## config.mk

```make
export PLATFORM = sky130hd
export DESIGN_NAME = rvh_pmp_check_ctrl_flat
export DESIGN_NICKNAME = d
export VERILOG_FILES = /design/src/rtl/rvh_pmp_check_ctrl_if.sv /design/src/rtl/rvh_pmp_check_ctrl.sv /design/src/flat_wrapper.sv
export SDC_FILE = /design/constraint.sdc
export NUM_CORES = 1
export LEC_CHECK = 0
export ABC_AREA = 1
export CAP_MARGIN = 20
export CORE_UTILIZATION = 30
export DETAILED_ROUTE_END_ITERATION = 10
export PLACE_DENSITY = 0.6
export SLEW_MARGIN = 20
export SYNTH_ARGS = -nofsm -noshare
export SYNTH_HDL_FRONTEND = slang
export SYNTH_SLANG_ARGS = --single-unit
```

## constraint.sdc

```tcl
create_clock -name clk -period 7.8 [get_ports clk]
set_clock_uncertainty 0.1 [all_clocks]
set_input_delay 2.34 -clock clk [delete_from_list [all_inputs] [get_ports clk]]
set_output_delay 2.34 -clock clk [all_outputs]
set_load 0.05 [all_outputs]
```

## src/rtl/rvh_pmp_check_ctrl_if.sv

```systemverilog
// Request and response channels between the MMU/LSU address path and the PMP check controller.
interface rvh_pmp_check_ctrl_if #(
    parameter int PMP_ENTRY_COUNT = 16,
    parameter int PADDR_WIDTH     = 56,
    parameter int TRANS_ID_WIDTH  = 4,
    parameter int IDX_W           = $clog2(PMP_ENTRY_COUNT)
);
    logic                      req_vld_i;
    logic                      req_rdy_o;
    logic [PADDR_WIDTH-1:0]    req_paddr_i;
    logic [1:0]                req_access_type_i;
    logic                      req_priv_m_i;
    logic [TRANS_ID_WIDTH-1:0] req_id_i;

    logic                      resp_vld_o;
    logic                      resp_rdy_i;
    logic [TRANS_ID_WIDTH-1:0] resp_id_o;
    logic [PADDR_WIDTH-1:0]    resp_paddr_o;
    logic                      resp_fault_o;
    logic                      resp_match_vld_o;
    logic [IDX_W-1:0]          resp_match_idx_o;

    modport master (
        output req_vld_i, req_paddr_i, req_access_type_i, req_priv_m_i, req_id_i, resp_rdy_i,
        input  req_rdy_o, resp_vld_o, resp_id_o, resp_paddr_o, resp_fault_o,
               resp_match_vld_o, resp_match_idx_o
    );

    modport slave (
        input  req_vld_i, req_paddr_i, req_access_type_i, req_priv_m_i, req_id_i, resp_rdy_i,
        output req_rdy_o, resp_vld_o, resp_id_o, resp_paddr_o, resp_fault_o,
               resp_match_vld_o, resp_match_idx_o
    );
endinterface

```

## src/rtl/rvh_pmp_check_ctrl.sv

```systemverilog
// Two-stage PMP check controller: S1 broadcasts the request to all entries and resolves
// their answers by lowest-index priority, S2 holds the registered fault response.

module rvh_pmp_entry_resolve (
    input  logic match,
    input  logic fail,
    input  logic lock,
    input  logic lower_hit,
    input  logic priv_m,
    output logic win,
    output logic deny
);
    assign win  = match & ~lower_hit;
    // M-mode is only constrained by locked entries.
    assign deny = fail & (~priv_m | lock);
endmodule

module rvh_pmp_check_ctrl #(
    parameter int PMP_ENTRY_COUNT = 16,
    parameter int PADDR_WIDTH     = 56,
    parameter int TRANS_ID_WIDTH  = 4,
    parameter int IDX_W           = $clog2(PMP_ENTRY_COUNT)
) (
    input  logic                        clk,
    input  logic                        rst,
    input  logic                        flush_i,
    rvh_pmp_check_ctrl_if.slave         pmp_bus,
    output logic                        permission_check_vld_o,
    output logic [PADDR_WIDTH-1:0]      permission_check_paddr_o,
    output logic [1:0]                  permission_check_access_type_o,
    input  logic [PMP_ENTRY_COUNT-1:0]  entry_match_i,
    input  logic [PMP_ENTRY_COUNT-1:0]  entry_fail_i,
    input  logic [PMP_ENTRY_COUNT-1:0]  entry_lock_i,
    output logic [15:0]                 fault_cnt_o
);
    typedef struct packed {
        logic [PADDR_WIDTH-1:0]    paddr;
        logic [1:0]                access_type;
        logic                      priv_m;
        logic [TRANS_ID_WIDTH-1:0] id;
    } req_t;

    typedef struct packed {
        logic [TRANS_ID_WIDTH-1:0] id;
        logic [PADDR_WIDTH-1:0]    paddr;
        logic                      fault;
        logic                      match_vld;
        logic [IDX_W-1:0]          match_idx;
    } resp_t;

    // vld_pipe[1] = S1 valid, vld_pipe[2] = response valid
    logic [2:1]  vld_pipe;
    req_t        s1_q;
    req_t        req_in;
    resp_t       s2_q;
    resp_t       s1_res;
    logic [15:0] fault_cnt_q;

    logic s2_free, s1_adv, accept, resp_hs;

    assign s2_free           = ~vld_pipe[2] | pmp_bus.resp_rdy_i;
    assign s1_adv            = vld_pipe[1] & s2_free;
    assign pmp_bus.req_rdy_o = ~flush_i & (~vld_pipe[1] | s1_adv);
    assign accept            = pmp_bus.req_vld_i & pmp_bus.req_rdy_o;
    assign resp_hs           = vld_pipe[2] & pmp_bus.resp_rdy_i;

    always_comb begin
        req_in             = '0;
        req_in.paddr       = pmp_bus.req_paddr_i;
        req_in.access_type = pmp_bus.req_access_type_i;
        req_in.priv_m      = pmp_bus.req_priv_m_i;
        req_in.id          = pmp_bus.req_id_i;
    end

    assign permission_check_vld_o         = vld_pipe[1];
    assign permission_check_paddr_o       = s1_q.paddr;
    assign permission_check_access_type_o = s1_q.access_type;

    // lower_hit[i] means some entry below i already matched.
    logic [PMP_ENTRY_COUNT:0]   lower_hit;
    logic [PMP_ENTRY_COUNT-1:0] win;
    logic [PMP_ENTRY_COUNT-1:0] deny;
    logic [IDX_W-1:0]           win_idx;
    logic                       any_hit;

    assign lower_hit[0] = 1'b0;

    for (genvar i = 0; i < PMP_ENTRY_COUNT; i++) begin : g_ent
        rvh_pmp_entry_resolve u_resolve (
            .match     (entry_match_i[i]),
            .fail      (entry_fail_i[i]),
            .lock      (entry_lock_i[i]),
            .lower_hit (lower_hit[i]),
            .priv_m    (s1_q.priv_m),
            .win       (win[i]),
            .deny      (deny[i])
        );
        assign lower_hit[i+1] = lower_hit[i] | entry_match_i[i];
    end

    assign any_hit = lower_hit[PMP_ENTRY_COUNT];

    always_comb begin
        win_idx = '0;
        for (int i = 0; i < PMP_ENTRY_COUNT; i++)
            if (win[i]) win_idx = win_idx | IDX_W'(i);
    end

    always_comb begin
        s1_res           = '0;
        s1_res.id        = s1_q.id;
        s1_res.paddr     = s1_q.paddr;
        s1_res.match_vld = any_hit;
        s1_res.match_idx = win_idx;
        // Unmatched accesses are allowed only in M-mode; access type 3 is always denied.
        s1_res.fault     = (s1_q.access_type == 2'd3) |
                           (any_hit ? |(win & deny) : ~s1_q.priv_m);
    end

    always_ff @(posedge clk or posedge rst) begin
        if (rst) begin
            vld_pipe <= '0;
            s1_q     <= '0;
            s2_q     <= '0;
        end else begin
            if (flush_i) begin
                vld_pipe <= '0;
            end else begin
                if (accept)      vld_pipe[1] <= 1'b1;
                else if (s1_adv) vld_pipe[1] <= 1'b0;
                if (s1_adv)       vld_pipe[2] <= 1'b1;
                else if (resp_hs) vld_pipe[2] <= 1'b0;
            end
            if (accept) s1_q <= req_in;
            if (s1_adv) s2_q <= s1_res;
        end
    end

    // A handshake coinciding with a flush still counts.
    always_ff @(posedge clk or posedge rst) begin
        if (rst)
            fault_cnt_q <= '0;
        else if (resp_hs & s2_q.fault & ~&fault_cnt_q)
            fault_cnt_q <= fault_cnt_q + 16'd1;
    end

    assign pmp_bus.resp_vld_o       = vld_pipe[2];
    assign pmp_bus.resp_id_o        = s2_q.id;
    assign pmp_bus.resp_paddr_o     = s2_q.paddr;
    assign pmp_bus.resp_fault_o     = s2_q.fault;
    assign pmp_bus.resp_match_vld_o = s2_q.match_vld;
    assign pmp_bus.resp_match_idx_o = s2_q.match_idx;
    assign fault_cnt_o              = fault_cnt_q;

    a_resp_hold: assert property (@(posedge clk) disable iff (rst)
        vld_pipe[2] & ~pmp_bus.resp_rdy_i & ~flush_i |=> vld_pipe[2] && $stable(s2_q));

    a_win_onehot: assert property (@(posedge clk) disable iff (rst) $onehot0(win));
endmodule

```

## src/flat_wrapper.sv

```systemverilog
// flat-port wrapper written by rule: the top's interface ports become plain ports
module rvh_pmp_check_ctrl_flat 
#(
    parameter int PMP_ENTRY_COUNT = 16,
    parameter int PADDR_WIDTH     = 56,
    parameter int TRANS_ID_WIDTH  = 4,
    parameter int IDX_W           = $clog2(PMP_ENTRY_COUNT)
)
  (clk, rst, flush_i, permission_check_vld_o, permission_check_paddr_o, permission_check_access_type_o, entry_match_i, entry_fail_i, entry_lock_i, fault_cnt_o, pmp_bus_req_vld_i, pmp_bus_req_paddr_i, pmp_bus_req_access_type_i, pmp_bus_req_priv_m_i, pmp_bus_req_id_i, pmp_bus_resp_rdy_i, pmp_bus_req_rdy_o, pmp_bus_resp_vld_o, pmp_bus_resp_id_o, pmp_bus_resp_paddr_o, pmp_bus_resp_fault_o, pmp_bus_resp_match_vld_o, pmp_bus_resp_match_idx_o);
  rvh_pmp_check_ctrl_if #(.PMP_ENTRY_COUNT(PMP_ENTRY_COUNT), .PADDR_WIDTH(PADDR_WIDTH), .TRANS_ID_WIDTH(TRANS_ID_WIDTH), .IDX_W(IDX_W)) pmp_bus_i ();
  input  logic clk;
  input  logic rst;
  input  logic flush_i;
  output logic permission_check_vld_o;
  output logic [PADDR_WIDTH-1:0] permission_check_paddr_o;
  output logic [1:0] permission_check_access_type_o;
  input  logic [PMP_ENTRY_COUNT-1:0] entry_match_i;
  input  logic [PMP_ENTRY_COUNT-1:0] entry_fail_i;
  input  logic [PMP_ENTRY_COUNT-1:0] entry_lock_i;
  output logic [15:0] fault_cnt_o;
  input wire logic [$bits(pmp_bus_i.req_vld_i)-1:0] pmp_bus_req_vld_i;
  input wire logic [$bits(pmp_bus_i.req_paddr_i)-1:0] pmp_bus_req_paddr_i;
  input wire logic [$bits(pmp_bus_i.req_access_type_i)-1:0] pmp_bus_req_access_type_i;
  input wire logic [$bits(pmp_bus_i.req_priv_m_i)-1:0] pmp_bus_req_priv_m_i;
  input wire logic [$bits(pmp_bus_i.req_id_i)-1:0] pmp_bus_req_id_i;
  input wire logic [$bits(pmp_bus_i.resp_rdy_i)-1:0] pmp_bus_resp_rdy_i;
  output wire logic [$bits(pmp_bus_i.req_rdy_o)-1:0] pmp_bus_req_rdy_o;
  output wire logic [$bits(pmp_bus_i.resp_vld_o)-1:0] pmp_bus_resp_vld_o;
  output wire logic [$bits(pmp_bus_i.resp_id_o)-1:0] pmp_bus_resp_id_o;
  output wire logic [$bits(pmp_bus_i.resp_paddr_o)-1:0] pmp_bus_resp_paddr_o;
  output wire logic [$bits(pmp_bus_i.resp_fault_o)-1:0] pmp_bus_resp_fault_o;
  output wire logic [$bits(pmp_bus_i.resp_match_vld_o)-1:0] pmp_bus_resp_match_vld_o;
  output wire logic [$bits(pmp_bus_i.resp_match_idx_o)-1:0] pmp_bus_resp_match_idx_o;
  assign pmp_bus_i.req_vld_i = pmp_bus_req_vld_i;
  assign pmp_bus_i.req_paddr_i = pmp_bus_req_paddr_i;
  assign pmp_bus_i.req_access_type_i = pmp_bus_req_access_type_i;
  assign pmp_bus_i.req_priv_m_i = pmp_bus_req_priv_m_i;
  assign pmp_bus_i.req_id_i = pmp_bus_req_id_i;
  assign pmp_bus_i.resp_rdy_i = pmp_bus_resp_rdy_i;
  assign pmp_bus_req_rdy_o = pmp_bus_i.req_rdy_o;
  assign pmp_bus_resp_vld_o = pmp_bus_i.resp_vld_o;
  assign pmp_bus_resp_id_o = pmp_bus_i.resp_id_o;
  assign pmp_bus_resp_paddr_o = pmp_bus_i.resp_paddr_o;
  assign pmp_bus_resp_fault_o = pmp_bus_i.resp_fault_o;
  assign pmp_bus_resp_match_vld_o = pmp_bus_i.resp_match_vld_o;
  assign pmp_bus_resp_match_idx_o = pmp_bus_i.resp_match_idx_o;
  rvh_pmp_check_ctrl #(.PMP_ENTRY_COUNT(PMP_ENTRY_COUNT), .PADDR_WIDTH(PADDR_WIDTH), .TRANS_ID_WIDTH(TRANS_ID_WIDTH), .IDX_W(IDX_W)) u_core (.clk(clk), .rst(rst), .flush_i(flush_i), .pmp_bus(pmp_bus_i), .permission_check_vld_o(permission_check_vld_o), .permission_check_paddr_o(permission_check_paddr_o), .permission_check_access_type_o(permission_check_access_type_o), .entry_match_i(entry_match_i), .entry_fail_i(entry_fail_i), .entry_lock_i(entry_lock_i), .fault_cnt_o(fault_cnt_o));
endmodule
```

======== Word-level counts from Yosys, hierarchy flattened ========
Index checks and enable logic that the tools add are counted.
operators by class
  add/subtract/negate cells ............... 1
  equality and inequality tests ........... 1
  mux-type cells .......................... 21
  bitwise gates (word level) .............. 91
  reduce and logical (&&, ||, !) cells .... 5
operator list
  kind                                            number
  AND 1 bit                                       37
  OR 1 bit                                        34
  two-way mux 4 bit                               8
  NOT 1 bit                                       19
  adder 16 x 1 -> 16 bit (second input constant)  1
  AND 16 bit                                      1
  AND reduction 16 bit                            1
  OR reduction 16 bit                             1
  two-way mux 3 bit                               4
  two-way mux 1 bit                               6
  two-way mux 2 bit                               3
  nonzero test 3 bit                              2
  equality test 2 bit (second input constant)     1
  logical NOT 1 bit                               1
storage, ports and cells
  flip-flop bits (word level) ............. 147
  word-level logic and storage cells ...... 131

======== Logic depth before layout (Yosys ltp) ========
Gate-level depths: netlist of run 1.
  depth in word-level cells ............... 20
  mapped depth ............................ 13
  gate-level depth less buffers ........... 13

======== Hierarchy ========
From an unflattened synthesis of run 1, not the netlist that was laid out.
unflattened totals
  cells, all modules ...................... 698
  area, all modules ....................... 6789.0 sq um
by module, submodules not included
  module                 times used  cells an instance  area each (sq um)
  rvh_pmp_check_ctrl     1           618                6408.6
  rvh_pmp_entry_resolve  16          5                  23.8

======== Worst setup path after synthesis of run 1 ========
No wires, ideal clock.
  path kind ............................... in2out
  start point ............................. in pmp_bus_resp_rdy_i
  end point ............................... out pmp_bus_req_rdy_o
  arrival time ............................ 2.856 ns
  data required time ...................... 5.360 ns
  path slack .............................. 2.504 ns
  cell stages on the path ................. 4
  path through ............................ inv_1 nand2_1 o21ai_0 inv_1
between the ends
  word-level cells in the longest chain between the ends .. 4
RTL lines
  element      line                      text
  from (decl)  flat_wrapper.sv:26        input wire logic [$bits(pmp_bus_i.resp_rdy_i)-1:0] pmp_bus_resp_rdy_i;
  OR 1 bit     rvh_pmp_check_ctrl.sv:61  assign s2_free = ~vld_pipe[2] | pmp_bus.resp_rdy_i;
  AND 1 bit    rvh_pmp_check_ctrl.sv:62  assign s1_adv = vld_pipe[1] & s2_free;
  OR 1 bit     rvh_pmp_check_ctrl.sv:63  assign pmp_bus.req_rdy_o = ~flush_i & (~vld_pipe[1] | s1_adv);
  AND 1 bit    rvh_pmp_check_ctrl.sv:63
  to (decl)    flat_wrapper.sv:27        output wire logic [$bits(pmp_bus_i.req_rdy_o)-1:0] pmp_bus_req_rdy_o;
No other way between the ends.

======== Worst setup path after layout of run 1 ========
Same ends and word-level chain as after synthesis.

==> results_dict.tcl, run 1 <==
set metrics [dict create \
    syn_nets 790 \
    clock_path_buffers 2 \
    place_hpwl_um 11880 \
    cts-resized-gates 0 \
    rows 53 \
    htreeDepth 4 \
    worstPathArrival_ns 4.02 \
    rsz0062_at_grt "no" \
    die_h_um 150.3 \
    cts_setup_buffers 0 \
    tightest_slew_ns 0.8752 \
    yosysWarnings 0 \
    crit_end "pmp_bus_req_rdy_o" \
    vias 5049 \
    core_um2 21290 \
    critPathRequiredTime_ns 5.36 \
    holdWs_ns 0.3800 \
    hold_violations 0 \
    grt_usage_pct 15.05 \
    grt_pass1_vias 4979 \
    grt_pass1_wl_um 26100 \
    p_leak_uw 0.004371 \
    crit_chain "clkdlybuf4s50_1 > inv_1 > nand2_1 > o21ai_0 > inv_1 > clkdlybuf4s50_1" \
    synth.cell_area_um2 6601 \
    clockRootBuffer "clkbuf_16" \
    cts.sinks 147 \
    ys_async_sr_fraction_pct 100.0 \
    rr_endpoint "u_core.permission_check_paddr_o[42]" \
    yosys_most_used_dff "dfrtp_1" \
    critPathLaunch "pmp_bus_resp_rdy_i" \
    min_period_ns 6.464 \
    layout_common_cells "clkdlybuf4s50_1, nand2_1, dfrtp_1" \
    crit_buf_inv 4 \
    maxSlewHeadroom_pct 41.65 \
    clk_latency_ns 0.41 \
    crit_fanout 4 \
    syn-instance-count 673 \
    drt_wl_total_um 16850 \
    comb_power_share_pct 35.4 \
    powerDensity_nw_per_um2 286.5 \
    crit_slowest_cell "clkdlybuf4s50_1" \
    area.growth.synth_to_final_pct 45.34 \
    drv_cap 0 \
    ir_worst_vdd_mv 0.1450 \
    ys_ff_latch 147 \
    drc 0 \
    die_w_um 150.3 \
    path_class "input pin to output pin" \
    gp_congestion 0.8346 \
    pin_count 259 \
    cts_hold_buf 0 \
    worstHoldStart "u_core.pmp_bus.resp_paddr_o[38]" \
    antenna_found_initial 0 \
    cts_tree "yes" \
    yosysUniqueCellTypes 38 \
    swShare_pct 39.09 \
    cts-buffers-inserted 17 \
    period_share_pct 82.87 \
    synth-edff-count 0 \
    setup_viol 0 \
    drt_iter0_drc 149 \
    port_buffers 258 \
    diodes 0 \
    final_common_cell "clkdlybuf4s50_1" \
    grt_overflow 0 \
    cp-end-kind "output pin" \
    slowest_delay_ns 0.81 \
    final.setup.tns_ns 0 \
    die_area_um2 22600 \
    r2r_setup_slack_ns 5.39 \
    cp-start-kind "input pin" \
    clkPwrFrac_pct 29.3 \
    drive_gt1_share_pct 9.932 \
    seq_power_share_pct 35.4 \
    antenna_left 0 \
    start_util_pct 31.01 \
    cp.depth 6 \
    dr.pass1.iters 4 \
    hp-class "register to register" \
    fin_nets 990 \
    syn_avg_cell_area_um2 9.809 \
    fmax_ghz 0.1547 \
    slew_viol_final 0 \
    nFillCells 2038 \
    switchingPower_uw 1075 \
    viasPerCell 4.349 \
    ff2ff_path_depth 6 \
    grt_max_degree 96 \
    synth-seq-area-share_pct 55.72 \
    r2r_start "u_core.vld_pipe[2]" \
    cpLargestDelayFamily "buffers and inverters" \
    cellInternalPower_uw 1674 \
    wire_per_inst_um 14.52 \
    clk_pin_slew_ns 0.07 \
    status "complete, no violations" \
]
[power groups by stage]
stage	sequential (µW)	clock (µW)	combinational [µW]
floorplan	1250	0	396
global placement	982	0	978
detailed placement	985	0	980
CTS	974	832	982
global route	991	864	1020
finish	973	804	972
[worst min path at each step]
stage | to | slack (ns) | depth (start not counted)
floorplan | u_core.pmp_bus.resp_paddr_o[51] | 0.36 | 2
global route | u_core.pmp_bus.resp_paddr_o[22] | 0.40 | 2
detailed placement | u_core.pmp_bus.resp_paddr_o[38] | 0.36 | 2
CTS | u_core.pmp_bus.resp_paddr_o[38] | 0.38 | 2
finish | u_core.pmp_bus.resp_paddr_o[38] | 0.38 | 2
global placement | u_core.pmp_bus.resp_paddr_o[38] | 0.36 | 2
[worst reg2reg max path, cell delays in order (launching register included)]
cell and delay, ns:
dfrtp_1 0.37, nand2_1 0.14, o21ai_0 0.17, inv_1 0.09, nand2_4 0.54, buf_4 0.49, mux2_2 0.39
[Yosys cell counts (3+ instances only)]
cell	number	share of area [%]
nand4_4	3	0.97
buf_2	5	0.38
nor3_1	6	0.45
nand2_1	153	8.7
nor2_1	49	2.8
buf_4	58	6.6
dfrtp_1	147	56
nand3_1	14	1.1
nand4_1	7	0.66
xnor2_1	6	0.80
o21a_1	10	1.1
nor2_4	3	0.51
clkbuf_1	15	0.85
mux2_2	37	6.3
inv_1	57	3.2
xor2_1	8	1.1
a21oi_1	32	2.4
nor4_1	5	0.47
o21ai_0	34	2.6
[area by class of cell]
class	count	area [µm²]	share of cell area [%]
flip-flops and latches	147	3679	38.34
clock inverters	14	142.6	1.487
well taps	275	344.1	3.586
repair buffers	262	2613	27.23
multi-input cells	385	2157	22.48
inverters	60	230.2	2.400
clock buffers	18	429.2	4.473
[registers in the layout, summed over array words and instances (netlist names)]
name                                   flops
u_core.permission_check_paddr_o           56
u_core.pmp_bus.resp_paddr_o               56
u_core.fault_cnt_o                        16
u_core.s1_q                                5
u_core.pmp_bus.resp_id_o                   4
u_core.pmp_bus.resp_match_idx_o            4
u_core.permission_check_access_type_o      2
u_core.vld_pipe                            2
u_core.pmp_bus.resp_fault_o                1
u_core.pmp_bus.resp_match_vld_o            1
[cells by family (layout without fill, tap and decap cells)]
group                    Yosys count  after routing  share of synthesized area (%)
AO/OA/AOI/OAI                     84             84                          7.070
buffers and inverters            141            354                          11.83
multiplexers                      37             37                          6.312
flip-flops                       147            147                          55.72
AND/OR/NAND/NOR                  249            249                          17.02
XOR/XNOR                          14             14                          1.858
adder cells (fa/ha/maj)            1              1                         0.1895
[routing by layer]
layer / share of wire [%] / vias to the layer above / global-route usage, %
li1: - / 2505 / -
met1: 45 / 2385 / 18.94
met2: 46 / 148 / 24.24
met3: 7.5 / 11 / 5.303
met4: 1.1 / 0 / 4.293
met5: 0 / - / 0
[per-stage QoR]
step / worst slack, ns / utilization, % / cells / total power, µW / cell area, µm²
finish: 1.336 / 45.07 / 1161 / 2749 / 9594
global placement: 1.356 / 42.39 / 1129 / 1960 / 9022
detailed placement: 1.343 / 42.39 / 1129 / 1965 / 9022
CTS: 1.341 / 45.07 / 1161 / 2788 / 9594
global route: 1.287 / 45.07 / 1161 / 2879 / 9594
floorplan: 1.409 / - / 673 / 1651 / 6601
No activity file was read; power rests on OpenSTA's default activity.
==> run 2: changes to the inputs <==
- PLACE_DENSITY: 0.6 -> 0.62
- clock period: 7.8 -> 5.8 ns (I/O delays scaled with it)
==> run 2 against run 1 <==
Compared with the run above:
- register-to-register slack lost 1.9 ns
- global-route usage grew 0.16 points
- critical path depth is the same
- final cell count is the same
- via count shrank 0.16%
- die area is the same
- utilization grew 0.15 points
==> results_dict.tcl, run 2 (same netlist as run 1, synthesis figures left out) <==
set metrics [dict create \
    status "complete, no violations" \
    layout_common_cells "clkdlybuf4s50_1, nand2_1, dfrtp_1" \
    place_hpwl_um 11840 \
    regArea_um2 3679 \
    crit_end "pmp_bus_req_rdy_o" \
    htreeDepth 4 \
    crit_fanout 4 \
    path_class "input pin to output pin" \
    slowest_delay_ns 0.81 \
    fmax_ghz 0.1891 \
    period_share_pct 91.20 \
    ir_worst_vdd_mv 0.2576 \
    die_h_um 150.3 \
    wire_per_inst_um 14.42 \
    nFillCells 2017 \
    grt_usage_pct 15.21 \
    drt_wl_total_um 16750 \
    worstPathArrival_ns 3.45 \
    cp-start-kind "input pin" \
    clockRootBuffer "clkbuf_16" \
    drv_cap 0 \
    area.growth.synth_to_final_pct 45.83 \
    die_area_um2 22600 \
    drt_iter0_drc 122 \
    cp.depth 6 \
    rsz0062_at_grt "no" \
    grt_overflow 0 \
    antenna_left 0 \
    start_util_pct 31.01 \
    r2r_setup_slack_ns 3.49 \
    dr.pass1.iters 6 \
    cts_setup_buffers 0 \
    drc 0 \
    grt_pass1_vias 4982 \
    grt_max_degree 97 \
    final_common_cell "clkdlybuf4s50_1" \
    cts-buffers-inserted 17 \
    cp-end-kind "output pin" \
    clk_latency_ns 0.42 \
    crit_buf_inv 4 \
    diodes 0 \
    setup_viol 0 \
    critPathRequiredTime_ns 3.96 \
    hp-class "register to register" \
    multiInputGateArea_um2 2157 \
    drive_gt1_share_pct 10.05 \
    critPathLaunch "pmp_bus_resp_rdy_i" \
    cpLargestDelayFamily "buffers and inverters" \
    r2r_start "u_core.fault_cnt_o[0]" \
    min_period_ns 5.289 \
    fin_util_pct 45.22 \
    fin_nets 990 \
    vias 5041 \
    clock_path_buffers 2 \
    core_um2 21290 \
    grt_pass1_wl_um 26180 \
    powerDensity_nw_per_um2 384.5 \
    die_w_um 150.3 \
    viasPerCell 4.342 \
    pin_count 259 \
    clk_pin_slew_ns 0.07 \
    tightest_slew_ns 0.8848 \
    cts-resized-gates 0 \
    port_buffers 258 \
    gp_congestion 0.7816 \
    cts_tree "yes" \
    p_leak_uw 0.004385 \
    slew_viol_final 0 \
    cts.sinks 147 \
    maxSlewHeadroom_pct 41.01 \
    final.setup.tns_ns 0 \
    rr_endpoint "u_core.fault_cnt_o[14]" \
    crit_slowest_cell "clkdlybuf4s50_1" \
    holdWs_ns 0.3777 \
    crit_chain "clkdlybuf4s50_1 > inv_1 > nand2_1 > o21ai_0 > inv_1 > clkdlybuf4s50_1" \
    rows 53 \
    cts_hold_buf 0 \
    antenna_found_initial 0 \
    hold_violations 0 \
    ff2ff_path_depth 10 \
]
==> run 2: cell count changes in the layout (fill, tap and decap cells not counted) <==
| cell | change |
|---|---|
| buf_4 | -2 |
| clkinv_4 | +1 |
| clkbuf_1 | -1 |
| buf_12 | +2 |
| clkbuf_8 | +1 |
| inv_8 | -1 |
==> run 2: layout make-up <==
type | instances | area share, %
timing repair buffer | 262 | 27.40
clock buffer | 18 | 4.562
multi-input combinational | 385 | 22.41
sequential | 147 | 38.21
inverter | 60 | 2.391
tap | 275 | 3.574
clock inverter | 14 | 1.456
==> run 2: worst min-delay path, cell delays in order, from the launching register on <==
cell     delay (ns)
dfrtp_1        0.34
nand2_1        0.05
nand2_1        0.05
==> run 2: worst min path at each step <==
stage | from | end | depth (start not counted)
3_5_place_dp | u_core.pmp_bus.resp_match_vld_o | u_core.pmp_bus.resp_match_vld_o | 2
2_1_floorplan | u_core.permission_check_paddr_o[51] | u_core.pmp_bus.resp_paddr_o[51] | 2
4_1_cts | u_core.pmp_bus.resp_match_vld_o | u_core.pmp_bus.resp_match_vld_o | 2
5_1_grt | u_core.pmp_bus.resp_paddr_o[35] | u_core.pmp_bus.resp_paddr_o[35] | 2
6_report | u_core.pmp_bus.resp_paddr_o[35] | u_core.pmp_bus.resp_paddr_o[35] | 2
3_3_place_gp | u_core.pmp_bus.resp_paddr_o[30] | u_core.pmp_bus.resp_paddr_o[30] | 2
==> run 2: per-layer routing <==
layer	part of all wire [%]	vias to the layer above	track usage (%)
li1	-	2501	-
met2	47	165	24.31
met4	2.0	0	5.202
met5	0	-	0
met1	43	2354	18.67
met3	8.3	21	5.848
==> run 2: power breakdown <==
group / leakage (µW) / internal (µW) / total (µW) / switching (µW)
Sequential: 0.00175 / 1200 / 1310 / 109
Clock: 0.000269 / 614 / 1090 / 472
Combinational: 0.00237 / 452 / 1310 / 858
==> run 2: through the flow <==
step | instances | power (µW) | instance area [µm²] | setup slack [ns]
6_report | 1161 | 3701 | 9627 | 0.5106
5_1_grt | 1161 | 3876 | 9627 | 0.4252
4_1_cts | 1161 | 3755 | 9627 | 0.5141
3_5_place_dp | 1129 | 2644 | 9047 | 0.5163
3_3_place_gp | 1129 | 2637 | 9047 | 0.5572
2_1_floorplan | 673 | 2220 | 6601 | 0.008665
